$ cat config.mk
export PLATFORM = sky130hd
export DESIGN_NAME = pipe_adder
export DESIGN_NICKNAME = d
export VERILOG_FILES = /design/src/rtl/pipe_adder_pkg.sv /design/src/rtl/adder_lane.sv /design/src/rtl/pipe_adder.sv
export SDC_FILE = /design/constraint.sdc
export NUM_CORES = 1
export LEC_CHECK = 0
export ABC_AREA = 1
export CAP_MARGIN = 20
export CORE_ASPECT_RATIO = 1.25
export CORE_UTILIZATION = 50
export CTS_CLUSTER_SIZE = 8
export DETAILED_ROUTE_END_ITERATION = 8
export GPL_TIMING_DRIVEN = 0
export PLACE_DENSITY_LB_ADDON = 0.25
export SYNTH_ARGS = -nofsm -noshare
export SYNTH_HDL_FRONTEND = slang
export SYNTH_SLANG_ARGS = --single-unit
$ cat constraint.sdc
create_clock -name clk -period 3.4 [get_ports clk]
set_clock_uncertainty 0.05 [all_clocks]
set_input_delay 0.34 -clock clk [delete_from_list [all_inputs] [get_ports clk]]
set_output_delay 0.34 -clock clk [all_outputs]
set_load 0.1 [all_outputs]
$ cat src/rtl/pipe_adder_pkg.sv
// pipe_adder_pkg: operation encoding, default geometry and the geometry
// legality check shared by the pipelined add/subtract unit.
package pipe_adder_pkg;

    typedef enum logic {
        OP_ADD = 1'b0,
        OP_SUB = 1'b1
    } op_e;

    localparam int unsigned DEF_WIDTH = 32;
    localparam int unsigned DEF_LANE  = 8;

    // WIDTH must split into a whole number of non-empty lanes.
    function automatic bit shape_ok(int unsigned width, int unsigned lane);
        return (lane != 0) && (width >= lane) && ((width % lane) == 0);
    endfunction

endpackage

$ cat src/rtl/adder_lane.sv
// adder_lane: LANE-bit ripple-carry adder made of full-adder cells.
// c_msb is the carry into the top bit, used for signed overflow.
module adder_lane #(
    parameter int unsigned LANE = 8
) (
    input  logic [LANE-1:0] a,
    input  logic [LANE-1:0] b,
    input  logic            cin,
    output logic [LANE-1:0] sum,
    output logic            cout,
    output logic            c_msb
);

    logic [LANE:0] carry;

    // Full-adder cells chained LSB to MSB.
    always_comb begin
        carry    = '0;
        sum      = '0;
        carry[0] = cin;
        for (int unsigned i = 0; i < LANE; i++) begin
            sum[i]     = a[i] ^ b[i] ^ carry[i];
            carry[i+1] = (a[i] & b[i]) | (carry[i] & (a[i] ^ b[i]));
        end
    end

    assign cout  = carry[LANE];
    assign c_msb = carry[LANE-1];

endmodule

$ cat src/rtl/pipe_adder.sv
// pipe_adder: pipelined add/subtract, one LANE-bit ripple stage per cycle.
// Operands are skew-delayed lane by lane; finished sum lanes ride along
// with the operation so all lanes leave together. Stage STAGES-1 is the
// output register.
// Optional macro PIPE_ADDER_FLAGS_EN builds the ovf/zero/neg flag registers;
// without it those outputs are tied low.
module pipe_adder
    import pipe_adder_pkg::*;
#(
    parameter int unsigned WIDTH = DEF_WIDTH,
    parameter int unsigned LANE  = DEF_LANE
) (
    input  logic             clk,
    input  logic             rst_n,
    input  logic             in_valid,
    output logic             in_ready,
    input  logic [WIDTH-1:0] in_a,
    input  logic [WIDTH-1:0] in_b,
    input  logic             in_cin,
    input  logic             in_sub,
    output logic             out_valid,
    input  logic             out_ready,
    output logic [WIDTH-1:0] out_sum,
    output logic             out_cout,
    output logic             out_ovf,
    output logic             out_zero,
    output logic             out_neg
);

    localparam int unsigned STAGES = WIDTH / LANE;
    localparam logic [WIDTH-1:0] LOW_MASK = WIDTH'({LANE{1'b1}});

    if (!shape_ok(WIDTH, LANE)) begin : g_bad_shape
        $error("pipe_adder: WIDTH must be a non-zero multiple of LANE");
    end

    op_e  op;
    logic advance;

    // Per-stage inputs (from the port for stage 0, else from the previous stage).
    logic [WIDTH-1:0]  a_src  [STAGES];
    logic [WIDTH-1:0]  b_src  [STAGES];
    logic [WIDTH-1:0]  s_src  [STAGES];
    logic [WIDTH-1:0]  s_next [STAGES];
    logic [STAGES-1:0] c_src;
    logic [STAGES-1:0] v_src;

    // Per-stage registers.
    logic [WIDTH-1:0]  a_q [STAGES];
    logic [WIDTH-1:0]  b_q [STAGES];
    logic [WIDTH-1:0]  s_q [STAGES];
    logic [STAGES-1:0] c_q;
    logic [STAGES-1:0] v_q;

    logic [LANE-1:0]   lane_sum [STAGES];
    logic [STAGES-1:0] lane_cout;
    logic [STAGES-1:0] lane_cmsb;

    assign op       = op_e'(in_sub);
    assign advance  = !out_valid || out_ready;
    assign in_ready = advance;

    for (genvar k = 0; k < STAGES; k++) begin : g_stage
        if (k == 0) begin : g_first
            // Subtract is A + ~B + 1; carry-in only matters for add.
            assign a_src[k] = in_a;
            assign b_src[k] = (op == OP_SUB) ? ~in_b : in_b;
            assign c_src[k] = (op == OP_SUB) ? 1'b1 : in_cin;
            assign s_src[k] = '0;
            assign v_src[k] = in_valid;
        end else begin : g_next
            assign a_src[k] = a_q[k-1];
            assign b_src[k] = b_q[k-1];
            assign c_src[k] = c_q[k-1];
            assign s_src[k] = s_q[k-1];
            assign v_src[k] = v_q[k-1];
        end

        adder_lane #(.LANE(LANE)) u_lane (
            .a     (a_src[k][k*LANE +: LANE]),
            .b     (b_src[k][k*LANE +: LANE]),
            .cin   (c_src[k]),
            .sum   (lane_sum[k]),
            .cout  (lane_cout[k]),
            .c_msb (lane_cmsb[k])
        );

        assign s_next[k] = (s_src[k] & ~(LOW_MASK << (k*LANE)))
                         | (WIDTH'(lane_sum[k]) << (k*LANE));
    end

    // Whole pipeline shifts together on advance; bubbles move like beats.
    always_ff @(posedge clk or negedge rst_n) begin
        if (!rst_n) begin
            for (int unsigned k = 0; k < STAGES; k++) begin
                a_q[k] <= '0;
                b_q[k] <= '0;
                s_q[k] <= '0;
            end
            c_q <= '0;
            v_q <= '0;
        end else if (advance) begin
            for (int unsigned k = 0; k < STAGES; k++) begin
                a_q[k] <= a_src[k];
                b_q[k] <= b_src[k];
                s_q[k] <= s_next[k];
            end
            c_q <= lane_cout;
            v_q <= v_src;
        end
    end

    assign out_valid = v_q[STAGES-1];
    assign out_sum   = s_q[STAGES-1];
    assign out_cout  = c_q[STAGES-1];

`ifdef PIPE_ADDER_FLAGS_EN
    logic ovf_q, zero_q, neg_q;

    // Flags are taken from the final lane and registered with the sum.
    always_ff @(posedge clk or negedge rst_n) begin
        if (!rst_n) begin
            ovf_q  <= 1'b0;
            zero_q <= 1'b0;
            neg_q  <= 1'b0;
        end else if (advance) begin
            ovf_q  <= lane_cout[STAGES-1] ^ lane_cmsb[STAGES-1];
            zero_q <= (s_next[STAGES-1] == '0);
            neg_q  <= s_next[STAGES-1][WIDTH-1];
        end
    end

    assign out_ovf  = ovf_q;
    assign out_zero = zero_q;
    assign out_neg  = neg_q;
`else
    logic unused_cmsb;
    assign unused_cmsb = ^lane_cmsb;

    assign out_ovf  = 1'b0;
    assign out_zero = 1'b0;
    assign out_neg  = 1'b0;
`endif

endmodule

==> results.yml, run 1 <==
critical_path:
  startpoint_type: "flop"
  crit_family: "adder cells"
  crit_buf_inv: 3
  worstPathCellList: "fa_2 -> inv_2 -> fa_2 -> inv_2 -> fa_2 -> fa_2 -> fa_2 -> fa_2 -> fa_2 -> inv_2 -> fa_1 -> o21ai_1"
  slowest_delay_ps: 410
  cp-end-kind: "flop"
  crit_required_ps: 3710
  worstPathMaxFanout: 2
  worst_path_most_repeated_cell: "fa_2"
  cp_slowest_cell: "fa_1"
  crit_type: "flop to flop"
  critPathArrivalTime_ps: 3910
route:
  ant_nets: 0
  wl_mm: 17.1
  wl_per_cell_um: 14.0
  drt_iter0_markers: 420
  drcViolationCount: 0
  vias: 5763
  vias_per_cell: 4.70
  drtPass1Iterations: 5
run_status:
  status: "complete, but fails checks"
  violations: "negative setup slack"
cts:
  clk_path_buf_depth: 2
  cts_sinks: 184
  cts_made_buffers: 17
  clock_latency_ps: 430
  path_clk_slew_ps: 60
  cts_tree: "done"
  htreeDepth: 4
  cts_root_buffer: "clkbuf_16"
global_routing:
  grt_max_degree: 113
  grt_pass1_wl_mm: 28.2
  grt_usage_pct: 23.0
  grt_overflow: 0
  grt_pass1_vias: 5621
  antenna_found_initial: 0
yosys:
  netlist.top_cell.by_area: "dfrtp_1"
  syn-cell-area_um2: 8000
  synthCells: 876
  synth_edf_count: 0
  synth_commonest_cells: "402 x nand2_1, 184 x dfrtp_1, 87 x inv_1"
  synth_flop_cell: "dfrtp_1"
  synthArstFlopShare_pct: 100
  synth_cell_types: 17
  seq_area_frac_synth_pct: 57.6
  synth_top_area_share_pct: 57.6
  synth_most_common_cell: "nand2_1"
  synth_area_leaders: "dfrtp_1 58%, nand2_1 19%, fa_1 8.0%"
  ys_ff_latch: 184
  ys_warn_count: 0
  postSynthAreaPerCell_um2: 9.13
place:
  io_buffers: 103
  gp_congestion: 0.766
  placed_cell_area_um2: 9410
  dpl.hpwl_mm: 12.6
layout:
  drive_above_1_share_pct: 11.5
  postLayoutCellArea_um2: 10000
  antenna_cells: 0
  final_nets: 1104
  multiInputGateArea_um2: 2890
  utilization_pct: 64.0
  fill_cells: 1324
  area_delta_synth_final_pct: 25.1
  seqCellArea_um2: 4600
die:
  core_area_um2: 15600
  fp.dieArea_um2: 16500
  pin_count: 108
  fp.dieW_um: 115
  die_h_um: 143
  rows: 51
  start_util_pct: 51.1
power_and_ir_drop:
  ir_drop_mv: 0.500
  leakage_nw: 5.01
  power_w: 0.0101
  p_per_area_nw_per_um2: 1000
job:
  cap_violations: 0
sta:
  hold_viol: 0
  fin_tns_setup_ps: -644
  grt_setup_unrepaired: "true"
  whs_ps: 205
  finalCritPeriodShare_pct: 106
  maxSlewViolCount: 0
  finalSetupViolations: 4
  worst_pin_slew_ps: 978
  slew_headroom_pct: 34.6
  max_clock_freq_ghz: 0.277
  fin_crit_ps: 3610
  postLayoutSetupSlackWorst_ps: -209
hold_path:
  hold_path.class: "input port to flop"
## tightest hold or removal path, cell delays in order
cell     delay [ps]
buf_12          130
nand2_1          60
nand3_1          70
nand2_1          40
## cell families (layout without fill, tap and decap cells)
kind of cell               count (synthesis)  count (layout)  share of synthesized area, %
and+or+nand+nor                          429             429                          20.6
DFF                                      184             184                          57.6
buffers and inverters                    136             273                          7.45
AOI/OAI and AO/OA                         86              86                          5.38
adders and majority gates                 32              32                          8.01
xor gates and xnor gates                   8               8                         0.876
other                                      1               3                        0.0469
## sequential cells by signal, summed over array words and instances, names as in the netlist
register	flops
v_q	4
c_q	4
a_q	48
b_q	48
out_sum	32
s_q	48
## worst paths after layout
| kind | cells after the start | endpoint | slack (ps) | start |
|---|---|---|---|---|
| worst max-delay path | 12 | out_sum[31] | -210 | a_q[56] |
| worst min-delay path | 4 | b_q[105] | 200 | in_sub |
| worst max register to register | 12 | out_sum[31] | -210 | a_q[56] |
| worst min register to register | 2 | v_q[3] | 410 | v_q[2] |
| max in group asynchronous | 3 | s_q[38] | 1970 | rst_n |
| min in group asynchronous | 2 | out_sum[19] | 420 | rst_n |
## layout by cell type, fill, tap and decap left out, drive strengths merged, types with 3 or more instances in the layout
| cell type | synthesis | layout |
|---|---|---|
| nand2 | 403 | 403 |
| dfrtp | 184 | 184 |
| clkdlybuf4s50 | 0 | 98 |
| inv | 88 | 88 |
| o21ai | 86 | 86 |
| buf | 38 | 41 |
| fa | 32 | 32 |
| clkbuf | 10 | 32 |
| nand3 | 24 | 24 |
| clkinv | 0 | 8 |
| xnor2 | 6 | 6 |
| conb | 1 | 3 |
## layout make-up
cell class                      count  share of cell area (%)
Inverter                           88                    3.30
Clock buffer                       21                    4.60
Tap cell                          212                    2.65
Multi-Input combinational cell    558                    28.9
Buffer                             47                    2.75
Clock inverter                     11                    1.00
Timing Repair Buffer              106                    10.8
Sequential cell                   184                    46.0
## timing repair
action	in CTS	in global routing
pin swaps	24	18
cloned	0	0
endpoints found under the setup margin	8	9
setup buffers	1	0
resized for setup	26	7
hold buffers	1	0
endpoints found under the hold margin	72	0
## routing by layer
layer | wire, um | up-vias | global-route usage (%)
met5 | 0 | - | 0
met3 | 780 | 20 | 4.81
met2 | 8470 | 132 | 38.6
li1 | - | 2888 | -
met1 | 7670 | 2723 | 30.2
met4 | 219 | 0 | 6.36
## through the flow
| stage | setup slack (ps) | instances |
|---|---|---|
| after global placement | -5510 | 1193 |
| after detailed placement | -864 | 1194 |
| after global routing | -304 | 1227 |
| after CTS | -296 | 1227 |
| after floorplan | -526 | 878 |
| final | -209 | 1227 |
## report_power, final
part	leakage, nW	switching [W]	internal (W)
registers	2.22	0.000562	0.00316
clock network	0.273	0.000820	0.00105
logic	2.51	0.00309	0.00137
Note: power is estimated with default switching activity, not from simulation.
==> inputs of run 2 (changes only) <==
--- a/constraint.sdc
+++ b/constraint.sdc
@@ -4,2 +4,2 @@
 set_output_delay 0.34 -clock clk [all_outputs]
-set_load 0.1 [all_outputs]
+set_load 0.005 [all_outputs]
==> results of run 2 <==
Same layout as run 1 (identical final DEF). Status: complete, but fails checks: negative setup slack.
Main changes from that run: total power 0.0101 W -> 0.00859 W; worst IR drop on VDD 0.500 mV -> 0.495 mV
==> inputs of run 3 (changes only) <==
- RECOVER_POWER: default -> 100
==> results.yml, run 3 (synthesized netlist as in run 1, its figures left out) <==
route:
  drcViolationCount: 0
  drtPass1Iterations: 6
  vias_per_cell: 4.70
  wl_per_cell_um: 14.0
  drt_iter0_markers: 426
  ant_nets: 0
  vias: 5768
  wl_mm: 17.1
place:
  numPlacedInstances: 1194
  io_buffers: 103
  gp_congestion: 0.766
  dpl.hpwl_mm: 12.6
  pre_cts_ws_ps: -864
sta:
  grt_setup_unrepaired: "true"
  maxSlewViolCount: 74
  fin_crit_ps: 3620
  postLayoutSetupSlackWorst_ps: -217
  slew_headroom_pct: -14.7
  finalCritPeriodShare_pct: 106
  whs_ps: 201
  hold_viol: 0
  finalSetupViolations: 4
  worst_pin_slew_ps: 1720
  max_clock_freq_ghz: 0.276
critical_path:
  slowest_delay_ps: 410
  startpoint_type: "flop"
  r2r_setup_slack_ps: -220
  worstPathMaxFanout: 2
  reg2regPathDepth: 12
  crit_required_ps: 3710
  critPathArrivalTime_ps: 3920
  crit_type: "flop to flop"
  startpoint: "a_q[56]"
  cp-end-kind: "flop"
  setup.worst_path.end: "out_sum[31]"
  worstPathCellList: "fa_2 -> inv_2 -> fa_2 -> inv_1 -> fa_2 -> fa_2 -> fa_2 -> fa_2 -> fa_2 -> inv_2 -> fa_1 -> o21ai_1"
  rr_endpoint: "out_sum[31]"
  reg2reg_from: "a_q[56]"
  cp_slowest_cell: "fa_1"
  worst_path_most_repeated_cell: "fa_2"
die:
  core_area_um2: 15600
  rows: 51
  pin_count: 108
  fp.dieW_um: 115
  start_util_pct: 51.1
  die_h_um: 143
  fp.dieArea_um2: 16500
layout:
  utilization_pct: 63.5
  layout_commonest_cell: "nand2_1"
  final_nets: 1104
  fill_cells: 1342
  final_cells: 1227
  antenna_cells: 0
  top_regs: "a_q: 48 flops, b_q: 48 flops, s_q: 48 flops"
  final_cell_mix: "403 x nand2_1, 184 x dfrtp_1, 79 x inv_1"
  area_delta_synth_final_pct: 24.2
  drive_above_1_share_pct: 9.26
cts:
  cts_root_buffer: "clkbuf_16"
  clk_path_buf_depth: 2
  htreeDepth: 4
  path_clk_slew_ps: 60
  clock_latency_ps: 440
  cts_tree: "done"
  cts_sinks: 184
  cts_made_buffers: 17
global_routing:
  antenna_found_initial: 0
  grt_pass1_vias: 5621
  grt_max_degree: 113
  grt_pass1_wl_mm: 28.2
  grt_overflow: 0
  grt_usage_pct: 23.0
run_status:
  status: "complete, but fails checks"
  violations: "max-capacitance violations, max-slew violations, negative setup slack"
power_and_ir_drop:
  leakage_nw: 4.98
  p_per_area_nw_per_um2: 852
  ir_drop_mv: 0.498
hold_path:
  hold_path.class: "input port to flop"
job:
  cap_violations: 1
==> run 3: cell count changes in the layout (fill, tap and decap cells not counted), sizes merged <==
| cell | change |
|---|---|
| clkdlybuf4s50 | -35 |
| dlygate4sd3 | +35 |
| buf | -18 |
| clkbuf | +18 |
==> run 3: timing repair <==
action	CTS	global route
hold buffers	1	0
setup buffers	1	0
gates resized for setup	26	7
endpoints found under the hold margin	72	0
pin swaps	24	18
setup endpoints to repair	8	9
==> run 3: layout make-up <==
cell class	count	area [um2]	share of cell area [%]
clock inverters	11	100	1.01
inverters	88	330	3.33
flip-flops and latches	184	4600	46.4
repair buffers	106	1050	10.6
plain buffers	47	231	2.33
multi-input cells	558	2890	29.1
clock buffers	21	460	4.64
well taps	212	265	2.67
==> run 3: where the power goes <==
part           switching (W)  leakage [nW]  internal (W)
Combinational        0.00162          2.49       0.00125
Sequential          0.000551          2.22       0.00316
Clock               0.000822         0.273       0.00105
==> run 3: layer usage <==
| metal | vias up | GRT usage (%) | routed length (um) |
|---|---|---|---|
| li1 | 2892 | - | - |
| met1 | 2728 | 30.2 | 7660 |
| met2 | 130 | 38.6 | 8510 |
| met3 | 18 | 4.81 | 751 |
| met4 | 0 | 6.36 | 194 |
| met5 | - | 0 | 0 |
==> run 3: how the worst min path moves through the flow <==
stage          startpoint           to  slack, ps  cells past startpoint
2_1_floorplan       rst_n     a_q[104]         -6                      0
3_3_place_gp       v_q[2]       v_q[3]        380                      2
3_5_place_dp        rst_n  out_sum[16]        300                      1
4_1_cts            in_sub     b_q[105]        200                      4
5_1_grt            in_sub     b_q[106]        230                      4
6_report           in_sub     b_q[105]        200                      4
==> run 3: through the flow <==
step / area, um2 / TNS, ps / total power (W)
finish: 9930 / -744 / 0.00846
global route: 9930 / -1300 / 0.00913
CTS: 10000 / -1030 / 0.00866
detailed placement: 9410 / -2850 / 0.00672
global placement: 9380 / -1013600 / 0.00657
floorplan: 8080 / -1060 / 0.00544
==> run 3: worst max-delay path, delay by kind of cell (launching register included) <==
family                     cells  cell delay, ps
AOI/OAI and AO/OA              1             130
adders and majority gates      8            2760
buffers and inverters          3             170
DFF                            1             400
==> patch (config.mk and constraints of run 2) <==
Set the package constant `DEF_LANE` to 32 (it was 8).
--- a/src/rtl/pipe_adder_pkg.sv
+++ b/src/rtl/pipe_adder_pkg.sv
@@ -10,3 +10,3 @@
     localparam int unsigned DEF_WIDTH = 32;
-    localparam int unsigned DEF_LANE  = 8;
+    localparam int unsigned DEF_LANE  = 32;
 
Function: changed (Yosys sat finds a counterexample within 4 cycles, from zero or initial values and one cycle with rst_n low).
==> patch against run 2 <==
The run still ends with negative setup slack left. Total power shrank 81%. Sequential cell count is 150 lower. Synthesized area decreased by 67%. Worst setup slack worse by 8.4 ns. Design area is 60% lower. Via count fell by 62%. Final cell count is 62% lower. Combinational power decreased by 73%. Count of clock-buffer cells in the layout decreased by 14. Hold slack lost 0.14 ns. Non-clock buffer count decreased by 29. Synthesized cell count fell by 68%. Routed wire length shrank 65%. Critical path type is now in -> reg. Largest cell class is now multi-input combinational cells.
==> patch: results (changes against run 2) <==
- The gate count of the mapped netlist was 283 (was 876).
- The total placed instance area is 0.00387 mm^2 (was 0.00941 mm^2).
- The count of different cell masters after synthesis came to 16 (was 17).
- The portion of the post-synthesis area used by sequential elements is 32.1% (was 57.6%).
- The number of global-route vias before repair came to 2156 (was 5621).
- The number of CTS-inserted buffers came to 5 (was 17).
- The share of the synthesized area in compound gates (AO/OA/AOI/OAI) was 0% (was 5.38%).
- The setup TNS after final layout was -121.82 ns (was -0.644 ns).
- The number of warnings reported in the yosys synthesis log is 0 (unchanged).
- The post-synthesis adder-cell area fraction is 24.1% (was 8.01%).
- The pin slew with the least headroom to its limit is 0.757 ns (was 0.579 ns).
- The final layout net count is 501 (was 1104).
- The total leakage power was 1.89 nW (was 5.01 nW).
- The final estimated routing congestion in global placement is 0.770 (was 0.766).
- The overall global routing resource usage came to 23.8% (was 23.0%).
- The count of final setup violators is 27 (was 4).
- Leading cell types by count after synthesis: inv_1 (64), nand2_1 (59), dfrtp_1 (34), nand3_1 (33), fa_1 (32) (was nand2_1 (402), dfrtp_1 (184), inv_1 (87), o21ai_0 (75), fa_1 (32)).
- Failing checks: negative setup slack (unchanged).
- The iteration-0 DRC count of the detailed router is 105 (was 420).
- The post-detailed-route wirelength per cell is 12.8 um (was 14.0 um).
- The fraction of layout instances using a drive strength above 1 came to 24.8% (was 11.5%).
- The data arrival at the endpoint of the critical path is 12.16 ns (was 3.91 ns).
- The total placed cells including tap cells is 450 (was 1194).
- The maximum number of pins on one net before global-route repair is 35 (was 113).
- The filler cell count is 332 (was 1324).
- Outcome: finished, violations left (unchanged).
- The smallest setup slack after layout was -8.63 ns (was -0.209 ns).
- The synthesized-area fraction occupied by xor and xnor cells is 10.6% (was 0.876%).
- The pre-CTS worst setup slack is -9.21 ns (was -0.864 ns).
- The H-tree depth is 2 (was 4).
- The path class of the lowest-slack min-delay path is in -> async (was in -> reg).
- The clock network latency to the later pin of the worst-skew pair is 0.28 ns (was 0.43 ns).
- The global-route wire length before repair is 9780 um (was 28200 um).
- Cell types with the largest area share after synthesis: dfrtp_1 (32%), fa_1 (24%), xnor2_1 (9.9%), inv_1 (9.1%), nand2_1 (8.3%) (was dfrtp_1 (58%), nand2_1 (19%), fa_1 (8.0%), o21ai_0 (4.7%), inv_1 (4.1%)).
- The clock root buffer is clkbuf_8 (was clkbuf_16).
==> patch: cell count changes after synthesis, sizes merged <==
cell           run 2  this run
clkbuf            10         0
nand2            403        68
dfrtp            184        34
o21ai             86         0
buf               38        17
nand3             24        33
nor2               2         1
inv               88        65
xnor2              6        30
==> patch: report_power, final <==
part | internal [mW] | total, mW | switching (mW)
Clock | 0.141 | 0.281 | 0.140
Combinational | 0.471 | 0.808 | 0.338
Sequential | 0.515 | 0.575 | 0.0597
Total | 1.13 | 1.66 | 0.538
==> patch: worst paths after layout <==
| check | start | to | slack [ns] | cells after the start |
|---|---|---|---|---|
| worst max-delay path | in_sub | out_sum[31] | -8.63 | 40 |
| worst min-delay path | rst_n | out_sum[5] | 0.06 | 1 |
| worst max register to register | out_valid | out_sum[12] | 2.37 | 5 |
| worst min register to register | out_sum[30] | out_sum[30] | 0.46 | 2 |
| max in group asynchronous | rst_n | out_sum[17] | 2.75 | 1 |
| min in group clk | out_sum[30] | out_sum[30] | 0.46 | 2 |
==> patch: repair_timing <==
item                       4_1_cts  5_1_grt
buffers inserted                 3        1
setup endpoints to repair       28       27
resized for setup               12       22
pin swaps                        1        6
gates cloned                     0        0
==> patch: routing by layer <==
layer / vias to the layer above / GRT usage [%] / wire [um]
li1: 1030 / - / -
met1: 1054 / 26.0 / 2100
met2: 79 / 42.1 / 3270
met3: 12 / 5.87 / 388
met4: 0 / 9.86 / 158
met5: - / 0 / 0
==> patch: layout make-up <==
type | count | share of cell area [%]
inverters | 65 | 6.17
flip-flops and latches | 34 | 21.3
well taps | 62 | 1.94
repair buffers | 107 | 26.3
multi-input cells | 169 | 37.8
plain buffers | 17 | 4.64
clock buffers | 7 | 1.91
